==> config.mk <==
export PLATFORM = sky130hd
export DESIGN_NAME = mult_sequencer_flat
export DESIGN_NICKNAME = d
export VERILOG_FILES = /design/src/rtl/mult_sequencer_if.sv /design/src/rtl/mult_sequencer.sv /design/src/flat_wrapper.sv
export SDC_FILE = /design/constraint.sdc
export NUM_CORES = 1
export LEC_CHECK = 0
export CAP_MARGIN = 20
export CORE_ASPECT_RATIO = 0.6
export CORE_MARGIN = 4
export CORE_UTILIZATION = 44
export DETAILED_ROUTE_END_ITERATION = 6
export MAX_ROUTING_LAYER = met4
export PLACE_DENSITY = 0.64
export SYNTH_ARGS = -nofsm -noshare
export SYNTH_HDL_FRONTEND = slang
export SYNTH_SLANG_ARGS = --single-unit
==> constraint.sdc <==
create_clock -name clk -period 18.4 [get_ports clk]
set_input_delay 1.84 -clock clk [delete_from_list [all_inputs] [get_ports clk]]
set_output_delay 1.84 -clock clk [all_outputs]
set_load 0.01 [all_outputs]
==> src/rtl/mult_sequencer_if.sv <==
`default_nettype none
// ============================================================================
// mult_sequencer_if : core <-> multiply sequencer operand/result bundle
// Rev 1.0
// ============================================================================
interface mult_sequencer_if #(
  parameter int WIDTH = 32
);
  logic                   start;
  logic                   is_signed;
  logic [WIDTH-1:0]       opa;
  logic [WIDTH-1:0]       opb;
  logic                   stall;
  logic                   busy;
  logic                   done;
  logic                   fp_we;
  logic [2*WIDTH-1:0]     product;

  modport master (
    output start, is_signed, opa, opb,
    input  stall, busy, done, fp_we, product
  );

  modport slave (
    input  start, is_signed, opa, opb,
    output stall, busy, done, fp_we, product
  );
endinterface
`default_nettype wire

==> src/rtl/mult_sequencer.sv <==
`default_nettype none
// ============================================================================
// mult_sequencer : radix-2 shift-add sequencer for mult/multu, stalls the core
// Rev 1.0
// ============================================================================
module mult_sequencer #(
  parameter int WIDTH = 32,
  parameter int CNTW  = $clog2(WIDTH) + 1
) (
  input  wire logic        clk,
  input  wire logic        reset,
  mult_sequencer_if.slave  bus
);

  localparam int PW = 2 * WIDTH;
  localparam logic [CNTW-1:0] LAST_CNT = CNTW'(WIDTH - 1);

  typedef enum logic [1:0] {
    IDLE = 2'd0,
    RUN  = 2'd1,
    DONE = 2'd2
  } state_t;

  state_t            state_q;
  logic [CNTW-1:0]   cnt_q;
  logic [WIDTH-1:0]  mcand_q;
  logic [WIDTH-1:0]  mplier_q;
  logic [PW-1:0]     acc_q;
  logic              neg_q;
  logic [PW-1:0]     product_q;
  logic              busy_q;
  logic              done_q;

  logic [WIDTH-1:0]  opa_mag_d;
  logic [WIDTH-1:0]  opb_mag_d;
  logic [PW-1:0]     partial_d;
  logic [PW-1:0]     acc_d;
  logic [PW-1:0]     product_d;

  // Magnitude of -2^(W-1) wraps to 2^(W-1), which is exactly right when read unsigned.
  always_comb begin
    opa_mag_d = bus.opa;
    opb_mag_d = bus.opb;
    if (bus.is_signed && bus.opa[WIDTH-1]) opa_mag_d = ~bus.opa + WIDTH'(1);
    if (bus.is_signed && bus.opb[WIDTH-1]) opb_mag_d = ~bus.opb + WIDTH'(1);
  end

  always_comb begin
    partial_d = '0;
    if (mplier_q[0]) partial_d = {{WIDTH{1'b0}}, mcand_q} << cnt_q;
    acc_d     = acc_q + partial_d;
    product_d = neg_q ? (~acc_d + PW'(1)) : acc_d;
  end

  always_ff @(posedge clk or posedge reset) begin
    if (reset) begin
      state_q   <= IDLE;
      cnt_q     <= '0;
      mcand_q   <= '0;
      mplier_q  <= '0;
      acc_q     <= '0;
      neg_q     <= 1'b0;
      product_q <= '0;
      busy_q    <= 1'b0;
      done_q    <= 1'b0;
    end else begin
      case (state_q)
        IDLE: begin
          done_q <= 1'b0;
          if (bus.start) begin
            mcand_q  <= opa_mag_d;
            mplier_q <= opb_mag_d;
            neg_q    <= bus.is_signed & (bus.opa[WIDTH-1] ^ bus.opb[WIDTH-1]);
            acc_q    <= '0;
            cnt_q    <= '0;
            busy_q   <= 1'b1;
            state_q  <= RUN;
          end
        end
        RUN: begin
          acc_q    <= acc_d;
          mplier_q <= mplier_q >> 1;
          cnt_q    <= cnt_q + CNTW'(1);
          // The final iteration's sum feeds the product directly so it is valid in DONE.
          if (cnt_q == LAST_CNT) begin
            product_q <= product_d;
            done_q    <= 1'b1;
            state_q   <= DONE;
          end
        end
        DONE: begin
          done_q  <= 1'b0;
          busy_q  <= 1'b0;
          state_q <= IDLE;
        end
        default: begin
          done_q  <= 1'b0;
          busy_q  <= 1'b0;
          state_q <= IDLE;
        end
      endcase
    end
  end

  assign bus.stall   = ~reset & (((state_q == IDLE) & bus.start) | (state_q == RUN));
  assign bus.busy    = busy_q;
  assign bus.done    = done_q;
  assign bus.fp_we   = done_q;
  assign bus.product = product_q;

endmodule
`default_nettype wire

==> src/flat_wrapper.sv <==
// flat-port wrapper written by rule: the top's interface ports become plain ports
module mult_sequencer_flat 
#(
  parameter int WIDTH = 32,
  parameter int CNTW  = $clog2(WIDTH) + 1
)
  (clk, reset, bus_start, bus_is_signed, bus_opa, bus_opb, bus_stall, bus_busy, bus_done, bus_fp_we, bus_product);
  mult_sequencer_if #(.WIDTH(WIDTH)) bus_i ();
  input  wire logic clk;
  input  wire logic reset;
  input wire logic [$bits(bus_i.start)-1:0] bus_start;
  input wire logic [$bits(bus_i.is_signed)-1:0] bus_is_signed;
  input wire logic [$bits(bus_i.opa)-1:0] bus_opa;
  input wire logic [$bits(bus_i.opb)-1:0] bus_opb;
  output wire logic [$bits(bus_i.stall)-1:0] bus_stall;
  output wire logic [$bits(bus_i.busy)-1:0] bus_busy;
  output wire logic [$bits(bus_i.done)-1:0] bus_done;
  output wire logic [$bits(bus_i.fp_we)-1:0] bus_fp_we;
  output wire logic [$bits(bus_i.product)-1:0] bus_product;
  assign bus_i.start = bus_start;
  assign bus_i.is_signed = bus_is_signed;
  assign bus_i.opa = bus_opa;
  assign bus_i.opb = bus_opb;
  assign bus_stall = bus_i.stall;
  assign bus_busy = bus_i.busy;
  assign bus_done = bus_i.done;
  assign bus_fp_we = bus_i.fp_we;
  assign bus_product = bus_i.product;
  mult_sequencer #(.WIDTH(WIDTH), .CNTW(CNTW)) u_core (.clk(clk), .reset(reset), .bus(bus_i));
endmodule
Yosys cells after proc, flatten, opt, wreduce, memory -nomap -nowiden:

Index checks and enable logic that the tools add are counted.

* bitwise gates (word level): 10
* muxes and demuxes: 17
* reduce and logical (&&, ||, !) cells: 9
* equal/unequal tests: 4
* add/subtract/negate cells: 5
* shift operators: 1

Operators with widths (number)
* $mux W64: 3
* $pmux W64 S2: 1
* $mux W32: 3
* $add A32 B1 Y32 const B: 2
* $add A64 B1 Y64 const B: 1
* $add A64 B64 Y64: 1
* $not A32 Y32: 2
* $not A64 Y64: 1
* $pmux W32 S2: 1
* $shl A32 B6 Y64: 1
* $pmux W6 S2: 1
* $reduce_and A2 Y1: 5
* $add A6 B1 Y6 const B: 1
* $eq A6 B5 Y1 const B: 1
* $mux W6: 1
* $mux W2: 2
* $pmux W2 S2: 1
* $and A1 B1 Y1: 3
* $mux W1: 3
* $eq A2 B1 Y1 const B: 1
* $logic_and A1 B1 Y1: 2
* $logic_not A2 Y1: 1
* $ne A2 B1 Y1 const B: 1
* $ne A2 B2 Y1 const B: 1
* 5 further kinds: 6

* register bits: 203
* logic and storage cells: 55
* input bits: 68

Depth between registers and ports, before layout:

* word-level depth: 6
* gate-level depth with buffers: 28
* gate-level depth less buffers: 24

Least setup slack after synthesis:

Ideal clock, no wire load.

* path kind: register to register
* from: reg u_core.cnt_q[0]
* to: reg u_core.product_q[58] (netlist: u_core.bus.product[58])
* data arrival time: 6328 ps
* clock period less this slack: 6454 ps
* path buffers: 5
* stages on the path, launching flop included: 25
* path slack: 11946 ps
* required time: 18274 ps
* cells stage by stage: dfrtp_1 -> clkbuf_1 -> clkbuf_1 -> buf_1 -> mux4_2 -> mux2_2 -> mux2i_1 -> nor2_1 -> a31oi_1 -> o22a_1 -> nor2_1 -> ha_1 -> clkbuf_1 -> and4_1 -> and2_1 -> a221oi_1 -> o21ai_0 -> and2_1 -> nor4_1 -> o2bb2ai_1 -> or4b_4 -> or3b_1 -> buf_6 -> or2_1 -> o311a_1

* cells in the longest elaborated chain, start to end: 6
* elaborated cells on any way between the ends: 8
* those cells by class: 2 x add/sub; 1 x eq/ne; 1 x shift; 2 x mux; 1 x bitwise; 1 x reduce/logical

RTL lines
* start: declaration: RTL line mult_sequencer.sv:25 `logic [CNTW-1:0] cnt_q;`
* start signal: assignment: RTL line mult_sequencer.sv:83 `cnt_q <= cnt_q + CNTW'(1);`
* $shl A32 B6 Y64: RTL line mult_sequencer.sv:50 `if (mplier_q[0]) partial_d = {{WIDTH{1'b0}}, mcand_q} << cnt_q;`
* $mux W64: RTL line mult_sequencer.sv:50
* $add A64 B64 Y64: RTL line mult_sequencer.sv:51 `acc_d = acc_q + partial_d;`
* $not A64 Y64: RTL line mult_sequencer.sv:52 `product_d = neg_q ? (~acc_d + PW'(1)) : acc_d;`
* $add A64 B1 Y64: RTL line mult_sequencer.sv:52
* $mux W64: RTL line mult_sequencer.sv:52
* end signal: assignment: RTL line mult_sequencer.sv:86 `product_q <= product_d;`
* end: declaration: RTL line mult_sequencer.sv:30 `logic [PW-1:0] product_q;`

Parallel ways exist; a longest one is shown, timed or not.
A chain may end at the register's enable or synchronous reset.

Worst setup path after layout:

* from: reg u_core.cnt_q[0]
* to: reg u_core.product_q[53] (netlist: u_core.bus.product[53])

The elaborated chain is that of the path after synthesis.

==> run metrics <==
GPL Wtd Cong 1.06; number of synthesized flops with an enable pin 0; pin count of the biggest net entering global routing 152; Setup CP Type register to register; WL/cell 22.7 µm; Final Slew Violations 0; Final #Nets 2413; multi-input logic area between 10000 and 15000 µm²; total gr overflow 0; Critical Path AT 8.01 ns; clk_skew 0.0196 ns; clock-pin slew on the worst setup and hold paths 0.06 ns; Pint approximately 1700 µW; post-layout util 51.2%; synthesized net count 2376; Final ANT Viol Nets 0; P_sw 1930 µW; sequential fraction of the synthesis area 28.9%; antenna violations before repair 1; Slew headroom 24.1%; clk root buf clkbuf_16; RSZ-0062 raised after global routing no; post-CTS setup buffers 0; Seq cells post-synth 203; pwr/cell area ~180 nW/µm²; sequential cell area 5080 µm²; Starting DRT DRC Count 2022; Initial DRT Pass Iterations 6; die width 266 µm; clock share of power 14.5%; Syn Std Cell Area 17600 µm²; Max clock buf depth 3; P_leak 0.00807 µW; Tmin final around 7.6 ns; actual slew at the worst max-slew pin 1.14 ns; final hold violations 0; Core Region 39200 µm²; switch share 52.5%; Max H-tree Level 1; Fillers 3809; layout cells sized above 1 6.76%; crit end category register; placed cell count 2771; Max Cap Violations 0; hold buffers post-CTS 0; Initial Utilization 44.8%; fmax 132 MHz; worst min path class register to register; crit-path max FO 29; synthesized netlist cell count 2240; DRC 0; number of vias per cell 6.22; Die Y about 160 µm; R2R depth 21; first-pass GRT wire length 97100 µm; Max IR drop VDD 0.0788 mV; WP data required 18.81 ns; Synth Warn # 0; Skew-Pair Late Insertion Delay about 0.55 ns; hpwl dp between 40000 and 50000 µm; Synth Flop Type dfrtp_1; vias in the first global route 15900; Area Overhead vs Synth 14.3%; Vias 17500; Syn Area/Cell 7.85 µm²; area leader, netlist dfrtp_1; die area around 43000 µm²; Std-Cell Rows 56; post-CTS sizing 0; Finish-stage setup viols 0; Synth cell types 101; post-route insts no fill 2817; crit start category register; clk sinks 203; Synth top area share between 20% and 30%; Async SR Flop Fraction 100%; Comb pwr share 67.0%; hold depth 2; CTS Buf Count 23; Overall Power 3680 µW; Top Ports about 140; fin crit share 41.3%; setup TNS 0 ns; top post-synthesis cells by area dfrtp_1 29%, o21ai_0 7.7%, nand2_1 6.9%; Flop pwr share 18.5%; outcome completed; total track usage 29.5%; CTS tree done; PortBufs 135; final WL between 60000 and 70000 µm
## power by group through the flow
stage                     Sequential (µW)  Clock, µW  Combinational, µW
final                                 683        533               2460
after CTS                             689        543               2380
after floorplan                       638          0               1740
after global routing                  694        564               2660
after global placement                692          0               2360
after detailed placement              695          0               2360
## metrics by stage
| step | hold slack (ns) | cell area (µm²) | setup WS (ns) |
|---|---|---|---|
| 6_report | 0.479 | 20100 | 10.80 |
| 5_1_grt | 0.505 | 20100 | 10.46 |
| 4_1_cts | 0.482 | 20000 | 10.70 |
| 3_5_place_dp | 0.466 | 19200 | 10.74 |
| 3_3_place_gp | 0.451 | 19200 | 10.73 |
| 2_1_floorplan | 0.456 | 17600 | 11.02 |
## critical path: stages, from the launching register on
cell and delay (ns):
dfrtp_2 0.62, buf_12 0.26, mux4_2 0.57, mux2i_1 0.19
nor2_1 0.06, a21oi_1 0.29, inv_1 0.14, nand2_1 0.08
o21ai_0 0.27, nor2b_1 0.33, ha_1 0.47, nand4_1 0.28
nor4_1 0.33, a21boi_1 0.69, o21ai_0 0.23, a32oi_1 0.37
o2111ai_1 0.32, nor3_2 0.76, nand4_2 0.47, o311a_1 0.44
nor3_1 0.16, o21ai_0 0.10
## cell usage after synthesis, types with 19 or more instances
cell	n
xor2_1	57
a211oi_1	31
nand3_1	87
nor2b_1	32
ha_1	67
o31ai_1	23
clkbuf_1	113
o21a_1	23
mux4_2	21
a21o_1	27
xnor2_1	89
o21ai_0	271
a21oi_1	133
inv_1	35
dfrtp_1	203
and2_1	19
nand4_1	33
mux2i_1	38
nor3_1	36
a22oi_1	50
nor2_1	194
mux2_2	21
nand2_1	322
## flip-flops by register name, indices dropped and copies added (netlist names)
signal and cells:
u_core.state_q 2, u_core.acc_q 64, u_core.neg_q 1, u_core.cnt_q 6, u_core.mcand_q 32, u_core.bus.busy 1
u_core.bus.product 64, u_core.bus.done 1, u_core.mplier_q 32
## routing by layer
metal / vias up / global-route usage [%] / share of wire, %
met5: - / - / 0
met2: 749 / 37.8 / 38
met3: 56 / 8.71 / 11
met1: 8500 / 45.6 / 50
met4: 0 / 5.06 / 1.6
li1: 8224 / - / -
## cell usage in the layout, fill, tap and decap left out, drive strengths merged, types with 37 or more instances in the layout
cell,synthesis,routed
a21oi,133,133
a22oi,50,50
clkdlybuf4s50,0,135
dfrtp,203,203
ha,67,67
inv,36,38
mux2i,38,38
nand2,323,323
nand3,89,89
nand4,38,38
nor2,194,194
nor3,37,37
o21ai,288,288
xnor2,90,90
xor2,57,57
## cell families (layout without fill, tap and decap cells)
logic type / count (synthesis) / count (layout) / synth area share, %
AND/OR/NAND/NOR: 849 / 849 / 23.0
AO/OA/AOI/OAI: 713 / 713 / 25.6
buffers and inverters: 180 / 234 / 4.10
XOR/XNOR: 147 / 147 / 7.36
flip-flops: 203 / 203 / 28.9
multiplexers: 80 / 80 / 6.20
other: 0 / 1 / 0
adder cells (fa/ha/maj): 68 / 68 / 4.88
## path summary, 6_finish.rpt
kind,from,end,slack (ns)
worst min-delay path,u_core.bus.product[22],u_core.bus.product[22],0.48
min in group asynchronous,reset,u_core.mplier_q[5],1.91
worst max-delay path,u_core.cnt_q[0],u_core.bus.product[53],10.80
worst min register to register,u_core.bus.product[22],u_core.bus.product[22],0.48
worst max register to register,u_core.cnt_q[0],u_core.bus.product[53],10.80
max in group asynchronous,reset,u_core.mplier_q[6],15.13
## final cells by class
type                       instances  area share, %
antenna                            1         0.0125
sequential                       203           25.3
inverter                          37          0.728
clock buffer                      31           3.16
timing repair buffer             155           7.59
multi-input combinational       1857           58.9
clock inverter                    11           1.10
tap                              522           3.25
(Power assumes the default switching activity.)
